$ cat config.mk
export PLATFORM = sky130hd
export DESIGN_NAME = pipe_hazard_ctrl
export DESIGN_NICKNAME = d
export VERILOG_FILES = /design/src/rtl/pipe_hazard_ctrl.sv
export SDC_FILE = /design/constraint.sdc
export NUM_CORES = 1
export LEC_CHECK = 0
export ABC_AREA = 1
export CORE_ASPECT_RATIO = 1.4
export CORE_MARGIN = 2
export CORE_UTILIZATION = 29
export CTS_BUF_LIST = sky130_fd_sc_hd__clkbuf_4 sky130_fd_sc_hd__clkbuf_8
export CTS_CLUSTER_DIAMETER = 200
export CTS_CLUSTER_SIZE = 12
export DETAILED_ROUTE_END_ITERATION = 10
export PLACE_DENSITY = 0.5
export SYNTH_ARGS = -nofsm -noshare
export SYNTH_HDL_FRONTEND = slang
export SYNTH_SLANG_ARGS = --single-unit
$ cat constraint.sdc
create_clock -name clk -period 1.9 [get_ports clk]
set_clock_uncertainty 0.1 [all_clocks]
set_input_delay 0.475 -clock clk [delete_from_list [all_inputs] [get_ports clk]]
set_output_delay 0.475 -clock clk [all_outputs]
set_load 0.01 [all_outputs]
$ cat src/rtl/pipe_hazard_ctrl.sv
`default_nettype none
// ============================================================================
// Module   : pipe_hazard_ctrl
// Brief    : Hazard/flush/halt controller for a 5-stage in-order pipeline
//            without forwarding. A 3-slot scoreboard (EXE, MEM, WB) tracks
//            in-flight destinations; RAW hazards stall IF/ID and bubble
//            ID_EXE, taken branches flush IF_ID, HALT drains and parks.
// Revision : 1.0 - initial release
// ============================================================================
module pipe_hazard_ctrl #(
  parameter int REG_ADDR_LEN = 5,
  parameter int CNT_W        = 16
) (
  input  logic                    clk,
  input  logic                    rst_n,
  input  logic                    id_valid,
  input  logic [REG_ADDR_LEN-1:0] id_rs1,
  input  logic                    id_rs1_en,
  input  logic [REG_ADDR_LEN-1:0] id_rs2,
  input  logic                    id_rs2_en,
  input  logic [REG_ADDR_LEN-1:0] id_rd,
  input  logic                    id_rd_en,
  input  logic                    id_is_halt,
  input  logic                    exe_branch_taken,
  output logic                    stall_if,
  output logic                    bubble_id_exe,
  output logic                    flush_if_id,
  output logic                    issue,
  output logic                    halt,
  output logic [CNT_W-1:0]        stall_cycles
);

  typedef enum logic [1:0] {
    RUN    = 2'd0,
    DRAIN  = 2'd1,
    HALTED = 2'd2
  } state_t;

  state_t r_state;
  state_t w_next_state;

  // Scoreboard slots: index 0 = EXE, 1 = MEM, 2 = WB.
  logic [2:0]                   r_slot_v;
  logic [2:0]                   r_slot_rd_en;
  logic [2:0]                   r_slot_halt;
  logic [2:0][REG_ADDR_LEN-1:0] r_slot_rd;

  logic w_match1;
  logic w_match2;
  logic w_hazard;
  logic w_wb_halt;
  logic w_count_en;

  // Source-vs-scoreboard match; WB is included because the register file
  // write is not visible to the same-cycle ID read. r0 never matches.
  always_comb begin
    w_match1 = 1'b0;
    w_match2 = 1'b0;
    for (int i = 0; i < 3; i++) begin
      if (r_slot_v[i] && r_slot_rd_en[i] && (r_slot_rd[i] == id_rs1)) w_match1 = 1'b1;
      if (r_slot_v[i] && r_slot_rd_en[i] && (r_slot_rd[i] == id_rs2)) w_match2 = 1'b1;
    end
    if (id_rs1 == '0) w_match1 = 1'b0;
    if (id_rs2 == '0) w_match2 = 1'b0;
  end

  assign w_hazard  = id_valid & ((id_rs1_en & w_match1) | (id_rs2_en & w_match2));
  assign w_wb_halt = r_slot_v[2] & r_slot_halt[2];

  // State register.
  always_ff @(posedge clk or negedge rst_n) begin
    if (!rst_n) r_state <= RUN;
    else        r_state <= w_next_state;
  end

  // Next-state and pipeline control outputs; flush wins over stall.
  always_comb begin
    w_next_state  = r_state;
    stall_if      = 1'b0;
    bubble_id_exe = 1'b0;
    flush_if_id   = 1'b0;
    issue         = 1'b0;
    w_count_en    = 1'b0;
    case (r_state)
      RUN: begin
        flush_if_id   = exe_branch_taken;
        stall_if      = w_hazard & ~exe_branch_taken;
        bubble_id_exe = w_hazard | exe_branch_taken;
        issue         = id_valid & ~w_hazard & ~exe_branch_taken;
        w_count_en    = w_hazard & ~exe_branch_taken;
        if (issue && id_is_halt) w_next_state = DRAIN;
      end
      DRAIN: begin
        // No older branch can still be in EXE here, so the branch input is ignored.
        stall_if      = 1'b1;
        bubble_id_exe = 1'b1;
        if (w_wb_halt) w_next_state = HALTED;
      end
      HALTED: begin
        stall_if      = 1'b1;
        bubble_id_exe = 1'b1;
      end
      default: w_next_state = RUN;
    endcase
  end

  // Scoreboard shift chain; non-issuing cycles push an invalid entry.
  always_ff @(posedge clk or negedge rst_n) begin
    if (!rst_n) begin
      r_slot_v     <= '0;
      r_slot_rd_en <= '0;
      r_slot_halt  <= '0;
      r_slot_rd    <= '0;
    end else begin
      r_slot_v     <= {r_slot_v[1:0], issue};
      r_slot_rd_en <= {r_slot_rd_en[1:0], issue & id_rd_en};
      r_slot_halt  <= {r_slot_halt[1:0], issue & id_is_halt};
      r_slot_rd    <= {r_slot_rd[1:0], id_rd};
    end
  end

  // Halt flag rises as the HALT instruction retires from WB and stays set.
  always_ff @(posedge clk or negedge rst_n) begin
    if (!rst_n)                              halt <= 1'b0;
    else if ((r_state == DRAIN) && w_wb_halt) halt <= 1'b1;
  end

  // Saturating count of hazard-stall cycles in RUN.
  always_ff @(posedge clk or negedge rst_n) begin
    if (!rst_n) begin
      stall_cycles <= '0;
    end else if (w_count_en && (stall_cycles != {CNT_W{1'b1}})) begin
      stall_cycles <= stall_cycles + {{(CNT_W-1){1'b0}}, 1'b1};
    end
  end

endmodule
`default_nettype wire

==> results by group, run 1 <==
Clock tree
  • Worst-path clk slew: 0.09 ns
  • CTS Hold Bufs: 0
  • Worst-Skew Late Latency: 0.29 ns
  • Bufs on Longest Clock Path: 2
  • Root buf cell: clkbuf_8
  • Cts bufs inserted: 5
  • CTS tree: built
  • Sink Count: 43
  • H-tree depth: 2

Detailed routing
  • Routed Antenna Nets: 0
  • Drt via density: 4.58
  • Vias: 2,406
  • TritonRoute pass-1 iters: 4
  • Total length of routed wires: 6.70 mm
  • Residual DRC: 0
  • Wirelength per Cell: 12.8 um
  • DR iter-0 viols: 87

Synth
  • Distinct cells, synth: 27
  • Ys flop type: dfrtp_1
  • Avg Synthesized Cell Area: 7.57 um^2
  • Most common cell in the netlist: nand2_1
  • Synth area leader: dfrtp_1
  • Gate count of the mapped netlist: 325
  • EDFF count, synth: 0
  • Yosys top cell area share: 43.7%
  • Syn nets: 353
  • Synth Warn #: 0
  • Seq/Total Area, Yosys: 43.7%
  • Post-Synthesis Cell Area: 2460 um^2
  • Most instantiated cells after synthesis: 107 x nand2_1, 45 x inv_1, 43 x dfrtp_1
  • Top cells by area, synth: dfrtp_1 44%, nand2_1 16%, inv_1 6.9%
  • Flops & latches, synth: 43
  • Ys async rst share: 100%

Layout
  • Proportion of layout cells with a drive suffix above 1: 33.8%
  • Design Area, Final: 3580 um^2
  • ANT cells: 0
  • Final #Nets: 451
  • Layout area overhead: 45.7%

Critical path
  • Slowest stage cell, crit path: o31ai_2
  • CP Class: in -> out
  • CP top delay family: buffers and inverters
  • Worst path bufs/invs: 7
  • Startpoint types: input pin
  • Required @ worst endpoint: 1.32 ns
  • Crit path DAT: 1.76 ns
  • Critical Path End Type: output pin
  • Crit-path cells: clkdlybuf4s15_2, inv_2, nand3_2, o31ai_2, inv_1, nand2_4, nand2_4, buf_4, inv_1, nand2_2, inv_2, buf_6
  • Crit-path max FO: 4
  • CP peak stage delay: 0.25 ns

STA
  • Fmax: 0.428 GHz
  • Final min period: 2.33 ns
  • RSZ-0062 raised after global routing: yes
  • Final setup vio count: 8
  • Slew @ Worst Pin: 0.378 ns
  • Fin. max-slew vios: 0
  • Final worst slack: -0.435 ns
  • Final Cycle Share: 123%
  • Slew Limit Headroom: 74.6%
  • Final Hold Viols: 0
  • Setup TNS: -1.43 ns

Place
  • IO Port Bufs: 43
  • Dpl ws: -1.21 ns
  • Placer Congestion: 0.936
  • Placed Area: 3190 um^2
  • Post-DP HPWL: 4.85 mm

Pwr
  • Pleak: 0.00174 uW
  • NetSw: 754 uW
  • Sw Ratio: 30.2%
  • Pwr per Cell Area: 697 nW/um^2
  • Clock Power Share: 28.8%
  • Worst vdd ir: 0.330 mV
  • Pint: 1740 uW
  • Sequential power share: 41.1%
  • Total power: 2500 uW
  • Comb power frac: 30.2%

GRT
  • Initial antenna violation count: 0
  • Grt ovf: 0
  • Pin count of the biggest net entering global routing: 44
  • Vias in the first global route: 2,422
  • Total GRT Usage: 15.0%
  • First-pass GRT wire length: 10.9 mm

Outcome
  • Run status: complete, but fails checks
  • Failing checks: negative setup slack

Die
  • Die Area: 9250 um^2
  • Die Width: 81.8 um
  • I/O Pins: 44
  • CORE AREA: 8200 um^2
  • Die Y: 113 um
  • Rows: 39
  • Initial Utilization: 30.0%

Worst hold path
  • Min-delay worst type: in -> async

Run
  • Max Cap Viol: 0
-- through the flow --
step	instances	utilization, %	hold slack [ns]
2_1_floorplan	325	-	0.0794
3_3_place_gp	493	38.9	0.235
3_5_place_dp	493	38.9	0.242
4_1_cts	510	41.3	0.0477
5_1_grt	525	43.7	0.0538
6_report	525	43.7	0.0430
-- cells in the final DEF (no fill, tap or decap), drive strengths merged --
cell             n
ha               5
buf             62
nor4b            1
o21ai           20
dfrtp           43
xor2             8
clkdlybuf4s15    3
nand4            6
nor3b            1
a31o             1
inv             53
clkbuf           5
xnor2            6
o31ai            2
nand2          111
a31oi            1
bufinv           1
clkinvlp         1
dlymetal6s2s     1
nor2            37
nand3           20
nor3             5
clkdlybuf4s50   26
a21oi            2
nor4             1
dlygate4sd2      1
-- power by group through the flow --
stage / clock network, uW / registers [uW] / logic [uW]
2_1_floorplan: 0 / 1040 / 297
3_3_place_gp: 0 / 1040 / 683
3_5_place_dp: 0 / 1040 / 687
4_1_cts: 755 / 1030 / 700
5_1_grt: 787 / 1030 / 847
6_report: 719 / 1030 / 754
-- routing by layer --
layer | up-vias | GRT usage, % | part of all wire (%)
met3 | 14 | 2.87 | 4.2
met4 | 0 | 4.44 | 1.9
met5 | - | 0 | 0
met2 | 54 | 27.5 | 53
met1 | 1139 | 17.2 | 41
li1 | 1199 | - | -
-- final timing paths --
path | start | end | slack [ns] | cells after the start
min in group clk | r_slot_halt[0] | r_slot_halt[1] | 0.26 | 0
worst min register to register | r_slot_halt[0] | r_slot_halt[1] | 0.26 | 0
worst min-delay path | rst_n | r_slot_rd[9] | 0.04 | 2
worst max register to register | r_slot_rd[9] | stall_cycles[14] | -0.07 | 13
worst max-delay path | id_rs1[2] | issue | -0.43 | 12
max in group asynchronous | rst_n | stall_cycles[11] | 1.43 | 2
-- kinds of logic after synthesis --
| logic type | synth area share (%) |
|---|---|
| adders and majority gates | 2.54 |
| DFF | 43.7 |
| AOI/OAI and AO/OA | 7.38 |
| buffers and inverters | 9.00 |
| xor gates and xnor gates | 4.98 |
| and+or+nand+nor | 32.4 |
-- flip-flops by register name, indices dropped and copies added (netlist names) --
signal,count
r_slot_halt,3
stall_cycles,16
r_slot_v,3
r_slot_rd,15
halt,1
r_state,2
r_slot_rd_en,3
-- cell type report --
cell class / instances / area [um^2]
fill: 829 / 4610
multi-input combinational: 227 / 1260
sequential: 43 / 1090
timing repair buffer: 93 / 802
inverter: 53 / 199
tap: 102 / 128
clock buffer: 5 / 68.8
clock inverter: 2 / 37.5
-- timing repair --
item / 4_1_cts / 5_1_grt
endpoints found under the setup margin: 31 / 29
cloned: 1 / 0
buffers inserted: 10 / 15
gates resized for setup: 80 / 34
pin swaps: 8 / 16
(Power assumes the default switching activity.)
==> inputs of run 2 (changes only) <==
--- a/config.mk
+++ b/config.mk
@@ -6,14 +6,13 @@
 export NUM_CORES = 1
 export LEC_CHECK = 0
 export ABC_AREA = 1
-export CORE_ASPECT_RATIO = 1.4
 export CORE_MARGIN = 2
 export CORE_UTILIZATION = 29
 export CTS_BUF_LIST = sky130_fd_sc_hd__clkbuf_4 sky130_fd_sc_hd__clkbuf_8
 export CTS_CLUSTER_DIAMETER = 200
 export CTS_CLUSTER_SIZE = 12
 export DETAILED_ROUTE_END_ITERATION = 10
-export PLACE_DENSITY = 0.5
+export PLACE_DENSITY = 0.6
 export SYNTH_ARGS = -nofsm -noshare
 export SYNTH_HDL_FRONTEND = slang
 export SYNTH_SLANG_ARGS = --single-unit
==> results by group, run 2 (synthesis results as in run 1) <==
Critical path
  • Crit-path cells: inv_1, nand2_1, o21ai_2, nor2_2, nand3_1, nand3_2, nand2_4, nand2_4, nand3_2, a31oi_1, buf_2 (was clkdlybuf4s15_2, inv_2, nand3_2, o31ai_2, inv_1, nand2_4, nand2_4, buf_4, inv_1, nand2_2, inv_2, buf_6)
  • Crit path DAT: 1.67 ns (was 1.76 ns)
  • Crit-path max FO: 4 (unchanged)
  • R2R depth: 16 (was 13)
  • Required @ worst endpoint: 1.32 ns (about the same)
  • Worst reg2reg path startpoint: r_slot_rd[13] (was r_slot_rd[9])
  • Critical R2R Capture: stall_cycles[4] (was stall_cycles[14])
  • CP peak stage delay: 0.39 ns (was 0.25 ns)
  • Startpoint types: flip-flop (was input pin)
  • Setup crit end: bubble_id_exe (was issue)
  • Slowest stage cell, crit path: dfrtp_1 (was o31ai_2)
  • Crit path from: r_slot_rd[13] (was id_rs1[2])
  • CP Class: reg -> out (was in -> out)
  • Critical Path End Type: output pin (unchanged)
  • Register-to-Register Setup Slack: -0.11 ns (was -0.07 ns)

Worst hold path
  • Min-delay worst type: in -> async (unchanged)

Layout
  • Top reg by flops: stall_cycles (unchanged)
  • ANT cells: 0 (unchanged)
  • Layout area overhead: 45.1% (was 45.7%)
  • Proportion of layout cells with a drive suffix above 1: 32.7% (was 33.8%)
  • Commonest cells after routing, fill and taps aside: 94 x nand2_1, 33 x inv_1, 33 x dfrtp_1 (was 99 x nand2_1, 42 x buf_4, 35 x inv_1)
  • Final Instance Count excl. Fillers: 515 (was 525)
  • Final #Nets: 437 (was 451)
  • Regs by FF count: stall_cycles: 16 flops, r_slot_rd: 15 flops (unchanged)
  • Commonest non-fill, non-tap cell in the layout: nand2_1 (unchanged)
  • Max reg flops: 16 (unchanged)
  • Design Area, Final: 3570 um^2 (was 3580 um^2)

GRT
  • Pin count of the biggest net entering global routing: 28 (was 44)
  • First-pass GRT wire length: 9.44 mm (was 10.9 mm)
  • Vias in the first global route: 2,010 (was 2,422)
  • Grt ovf: 0 (unchanged)
  • Total GRT Usage: 13.3% (was 15.0%)
  • Initial antenna violation count: 0 (unchanged)

Clock tree
  • CTS Hold Bufs: 0 (unchanged)
  • H-tree depth: 2 (unchanged)
  • Sink Count: 43 (unchanged)
  • CTS tree: built (unchanged)
  • Bufs on Longest Clock Path: 2 (unchanged)
  • Worst-path clk slew: 0.09 ns (about the same)
  • Cts bufs inserted: 5 (unchanged)
  • Worst-Skew Late Latency: 0.30 ns (was 0.29 ns)
  • Root buf cell: clkbuf_8 (unchanged)

STA
  • Final Cycle Share: 118% (was 123%)
  • Final setup vio count: 16 (was 8)
  • Fin. max-slew vios: 0 (unchanged)
  • RSZ-0062 raised after global routing: yes (unchanged)
  • Final Hold Viols: 0 (unchanged)
  • Slew @ Worst Pin: 0.461 ns (was 0.378 ns)
  • Fmax: 0.446 GHz (was 0.428 GHz)
  • Final min period: 2.24 ns (was 2.33 ns)
  • Hold Slack: 0.0152 ns (was 0.0430 ns)
  • Final worst slack: -0.342 ns (was -0.435 ns)
  • Slew Limit Headroom: 69.3% (was 74.6%)

Pwr
  • Pwr per Cell Area: 700 nW/um^2 (was 697 nW/um^2)
  • Pleak: 0.00179 uW (was 0.00174 uW)
  • Worst vdd ir: 0.307 mV (was 0.330 mV)

Die
  • Die Area: 9240 um^2 (was 9250 um^2)
  • Die Y: 96.1 um (was 113 um)
  • Rows: 33 (was 39)
  • I/O Pins: 44 (unchanged)
  • Initial Utilization: 29.9% (was 30.0%)
  • Die Width: 96.1 um (was 81.8 um)
  • CORE AREA: 8220 um^2 (was 8200 um^2)

Outcome
  • Run status: complete, but fails checks (unchanged)
  • Failing checks: negative setup slack (unchanged)

Detailed routing
  • Wirelength per Cell: 11.8 um (was 12.8 um)
  • Vias: 2,273 (was 2,406)
  • Routed Antenna Nets: 0 (unchanged)
  • TritonRoute pass-1 iters: 4 (unchanged)
  • DR iter-0 viols: 124 (was 87)
  • Drt via density: 4.41 (was 4.58)
  • Residual DRC: 0 (unchanged)
  • Total length of routed wires: 6.10 mm (was 6.70 mm)

Place
  • IO Port Bufs: 43 (unchanged)
  • Placer Congestion: 0.857 (was 0.936)
  • Dpl cells: 490 (was 493)
  • Post-DP HPWL: 4.48 mm (was 4.85 mm)
  • Placed Area: 3170 um^2 (was 3190 um^2)

Run
  • Max Cap Viol: 0 (unchanged)
run 2: final cells by class:
cell class              count  area, um^2
fillers                   824        4650
multi-input cells         227        1270
flip-flops and latches     43        1090
repair buffers             79         767
inverters                  53         201
well taps                 105         131
clock buffers               5        68.8
clock inverters             3        43.8
run 2: stage by stage:
stage / setup TNS, ns / power [uW] / util, % / setup WS (ns)
6_report: -2.16 / 2500 / 43.4 / -0.342
5_1_grt: -4.09 / 2660 / 43.4 / -0.460
4_1_cts: -1.04 / 2510 / 41.4 / -0.353
3_5_place_dp: -15.69 / 1730 / 38.6 / -1.21
3_3_place_gp: -15.14 / 1720 / 38.6 / -1.19
2_1_floorplan: 0 / 1340 / - / 0.0335
run 2: worst min path at each step:
stage	slack, ns	start	to
floorplan	0.08	rst_n	halt
global placement	0.23	r_slot_halt[1]	r_slot_halt[2]
detailed placement	0.24	r_slot_halt[1]	r_slot_halt[2]
CTS	0.01	rst_n	stall_cycles[10]
global route	0.03	rst_n	stall_cycles[8]
finish	0.02	rst_n	stall_cycles[10]
run 2: power breakdown:
part           switching, uW  total (uW)  internal [uW]  leakage [uW]
registers               42.0        1020            983      0.000535
logic                    376         754            378       0.00120
clock network            329         721            392     0.0000581
run 2: per-layer routing:
| metal | track usage (%) | vias to the layer above | wire length (um) |
|---|---|---|---|
| li1 | - | 1175 | - |
| met1 | 19.1 | 1053 | 2930 |
| met2 | 20.3 | 37 | 2850 |
| met3 | 2.51 | 8 | 246 |
| met4 | 3.93 | 0 | 70 |
| met5 | 0 | - | 0 |
run 2: timing repair:
action,4_1_cts,5_1_grt
pin swaps,13,3
resized for setup,83,37
hold endpoints to repair,0,0
cloned,1,1
buffers inserted,5,10
setup endpoints to repair,35,23
run 2: critical path: cells and delay by family, from the launching register on:
kind            cells  cell delay [ns]
flops               1             0.39
buf+inv             2             0.21
simple gates        7             0.61
compound gates      2             0.17
==> inputs of run 3 (changes only) <==
--- a/config.mk
+++ b/config.mk
@@ -7,12 +7,13 @@
 export LEC_CHECK = 0
 export ABC_AREA = 1
 export CORE_MARGIN = 2
-export CORE_UTILIZATION = 29
+export CORE_UTILIZATION = 40
 export CTS_BUF_LIST = sky130_fd_sc_hd__clkbuf_4 sky130_fd_sc_hd__clkbuf_8
 export CTS_CLUSTER_DIAMETER = 200
 export CTS_CLUSTER_SIZE = 12
 export DETAILED_ROUTE_END_ITERATION = 10
-export PLACE_DENSITY = 0.6
+export GPL_ROUTABILITY_DRIVEN = 0
+export PLACE_DENSITY = 0.74
 export SYNTH_ARGS = -nofsm -noshare
 export SYNTH_HDL_FRONTEND = slang
 export SYNTH_SLANG_ARGS = --single-unit
==> results by group, run 3 (synthesis results as in run 1) <==
Outcome
  • Run status: complete, but fails checks (unchanged)
  • Failing checks: negative setup slack (unchanged)

Clock tree
  • H-tree depth: 2 (unchanged)
  • Worst-path clk slew: 0.10 ns (was 0.09 ns)
  • Bufs on Longest Clock Path: 2 (unchanged)
  • Sink Count: 43 (unchanged)
  • Worst-Skew Late Latency: 0.30 ns (about the same)
  • CTS tree: built (unchanged)
  • Root buf cell: clkbuf_8 (unchanged)
  • Cts bufs inserted: 5 (unchanged)

Critical path
  • CP Class: in -> out (was reg -> out)
  • Crit-path max FO: 4 (unchanged)
  • Worst path bufs/invs: 7 (was 2)
  • Crit-path cells: clkdlybuf4s15_2, inv_2, nand3_2, o31ai_2, inv_1, nand2_4, nand2_4, buf_4, inv_2, nand2_2, inv_2, buf_6 (was inv_1, nand2_1, o21ai_2, nor2_2, nand3_1, nand3_2, nand2_4, nand2_4, nand3_2, a31oi_1, buf_2)
  • Crit path from: id_rs1[3] (was r_slot_rd[13])
  • Startpoint types: input pin (was flip-flop)
  • Worst reg2reg path startpoint: r_slot_rd[9] (was r_slot_rd[13])
  • Slowest stage cell, crit path: o31ai_2 (was dfrtp_1)
  • Worst path most repeated cell: inv_2
  • Crit path DAT: 1.79 ns (was 1.67 ns)
  • Required @ worst endpoint: 1.32 ns (about the same)
  • CP peak stage delay: 0.25 ns (was 0.39 ns)
  • Critical Path End Type: output pin (unchanged)
  • CP top delay family: buffers and inverters (was simple AND/OR/NAND/NOR gates)

Pwr
  • Pleak: 0.00179 uW (about the same)
  • Pwr per Cell Area: 679 nW/um^2 (was 700 nW/um^2)
  • Worst vdd ir: 0.342 mV (was 0.307 mV)
  • Sequential power share: 41.9% (was 41.0%)
  • Clock Power Share: 25.0% (was 28.8%)
  • Pint: 1640 uW (was 1750 uW)
  • Comb power frac: 33.2% (was 30.2%)
  • NetSw: 808 uW (was 747 uW)
  • Sw Ratio: 33.0% (was 29.9%)

STA
  • Slew Limit Headroom: 66.3% (was 69.3%)
  • Final min period: 2.36 ns (was 2.24 ns)
  • Setup TNS: -2.38 ns (was -2.16 ns)
  • Final Hold Viols: 0 (unchanged)
  • Fin. max-slew vios: 0 (unchanged)
  • RSZ-0062 raised after global routing: yes (unchanged)
  • Slew @ Worst Pin: 0.505 ns (was 0.461 ns)
  • Final Cycle Share: 124% (was 118%)
  • Final setup vio count: 17 (was 16)
  • Final worst slack: -0.461 ns (was -0.342 ns)
  • Fmax: 0.424 GHz (was 0.446 GHz)

Die
  • Die Area: 6790 um^2 (was 9240 um^2)
  • Die Y: 82.4 um (was 96.1 um)
  • Die Width: 82.4 um (was 96.1 um)
  • Initial Utilization: 41.5% (was 29.9%)
  • I/O Pins: 44 (unchanged)
  • Rows: 28 (was 33)
  • CORE AREA: 5920 um^2 (was 8220 um^2)

Place
  • Post-DP HPWL: 4.32 mm (was 4.48 mm)
  • IO Port Bufs: 43 (unchanged)
  • Dpl ws: -1.14 ns (was -1.21 ns)

GRT
  • Vias in the first global route: 2,212 (was 2,010)
  • Total GRT Usage: 18.7% (was 13.3%)
  • Initial antenna violation count: 0 (unchanged)
  • Pin count of the biggest net entering global routing: 29 (was 28)
  • First-pass GRT wire length: 9.83 mm (was 9.44 mm)
  • Grt ovf: 0 (unchanged)

Layout
  • Area occupied by multi-input gates: 1290 um^2 (was 1270 um^2)
  • Storage cell area: 1090 um^2 (about the same)
  • Commonest cells after routing, fill and taps aside: 95 x nand2_1, 37 x buf_4, 36 x inv_1 (was 94 x nand2_1, 33 x inv_1, 33 x dfrtp_1)
  • Top reg by flops: stall_cycles (unchanged)
  • Fillers: 530 (was 824)
  • Max reg flops: 16 (unchanged)
  • Layout area overhead: 46.6% (was 45.1%)
  • Proportion of layout cells with a drive suffix above 1: 34.5% (was 32.7%)
  • ANT cells: 0 (unchanged)
  • Finished Core Util: 60.9% (was 43.4%)
  • Final #Nets: 447 (was 437)
  • Commonest non-fill, non-tap cell in the layout: nand2_1 (unchanged)
  • Regs by FF count: stall_cycles: 16 flops, r_slot_rd: 15 flops (unchanged)

Detailed routing
  • DR iter-0 viols: 123 (was 124)
  • Residual DRC: 0 (unchanged)
  • TritonRoute pass-1 iters: 4 (unchanged)
  • Routed Antenna Nets: 0 (unchanged)
  • Total length of routed wires: 6.39 mm (was 6.10 mm)
  • Drt via density: 4.84 (was 4.41)
  • Wirelength per Cell: 12.9 um (was 11.8 um)
  • Vias: 2,397 (was 2,273)

Worst hold path
  • Hold_sp: r_slot_halt[0]
  • Min-delay worst type: reg -> reg (was in -> async)

Run
  • Max Cap Viol: 0 (unchanged)
[run 3: changes by cell type in the layout (fill, tap and decap cells not counted), sizes merged]
cell	before	now
buf	44	52
clkdlybuf4s50	20	24
dlygate4sd2	4	1
clkbuf	6	8
clkinv	2	0
clkinvlp	0	2
bufinv	1	0
clkdlybuf4s18	1	0
dlygate4sd3	0	1
dlymetal6s2s	4	3
inv	53	54
[run 3: metrics by stage]
stage	power [uW]	hold slack, ns	area [um^2]	instances
final	2450	0.260	3610	495
after global routing	2610	0.284	3610	495
after CTS	2380	0.262	3390	482
after detailed placement	1730	0.240	3160	463
after global placement	1710	0.232	3160	463
after floorplan	1340	0.0794	2460	325
[run 3: path summary, 6_finish.rpt]
kind,slack (ns),endpoint,cells after the start
worst max-delay path,-0.46,issue,12
worst min-delay path,0.26,r_slot_halt[1],0
worst max register to register,-0.31,r_slot_rd_en[0],18
worst min register to register,0.26,r_slot_halt[1],0
max in group asynchronous,0.67,stall_cycles[8],3
min in group asynchronous,0.53,r_slot_rd[7],2
[run 3: cell type report]
type | instances | area share, %
multi-input combinational | 227 | 35.7
sequential | 43 | 30.4
timing repair buffer | 89 | 23.3
inverter | 53 | 5.52
tap | 75 | 2.60
clock buffer | 5 | 1.91
clock inverter | 3 | 0.659
[run 3: power by group through the flow]
| stage | combinational, uW | sequential [uW] | clock [uW] |
|---|---|---|---|
| 6_report | 813 | 1030 | 612 |
| 5_1_grt | 899 | 1030 | 678 |
| 4_1_cts | 734 | 1020 | 625 |
| 3_5_place_dp | 689 | 1040 | 0 |
| 3_3_place_gp | 675 | 1040 | 0 |
| 2_1_floorplan | 297 | 1040 | 0 |
[run 3: repair_timing]
item,4_1_cts,5_1_grt
hold endpoints to repair,2,0
gates resized for setup,66,50
hold buffers,1,0
buffers inserted,10,12
pin swaps,8,15
setup endpoints to repair,30,33
gates cloned,1,1
[run 3: routing by layer]
layer	GRT usage, %	vias up	routed length (um)
li1	-	1186	-
met1	23.6	1121	2540
met2	32.4	82	3350
met3	3.70	8	426
met4	5.33	0	74
met5	0	-	0
[run 3: worst register-to-register path, cell delays in order (launching register included)]
cell,delay (ns)
dfrtp_1,0.44
inv_2,0.08
nand2_1,0.05
nand2_1,0.07
nor2_1,0.05
nand3_1,0.09
nand3_2,0.09
nand2_4,0.08
nand2_4,0.07
buf_4,0.14
inv_2,0.05
nand2_2,0.05
buf_4,0.14
buf_4,0.12
buf_4,0.12
buf_4,0.12
buf_4,0.12
buf_4,0.13
nor2_4,0.07
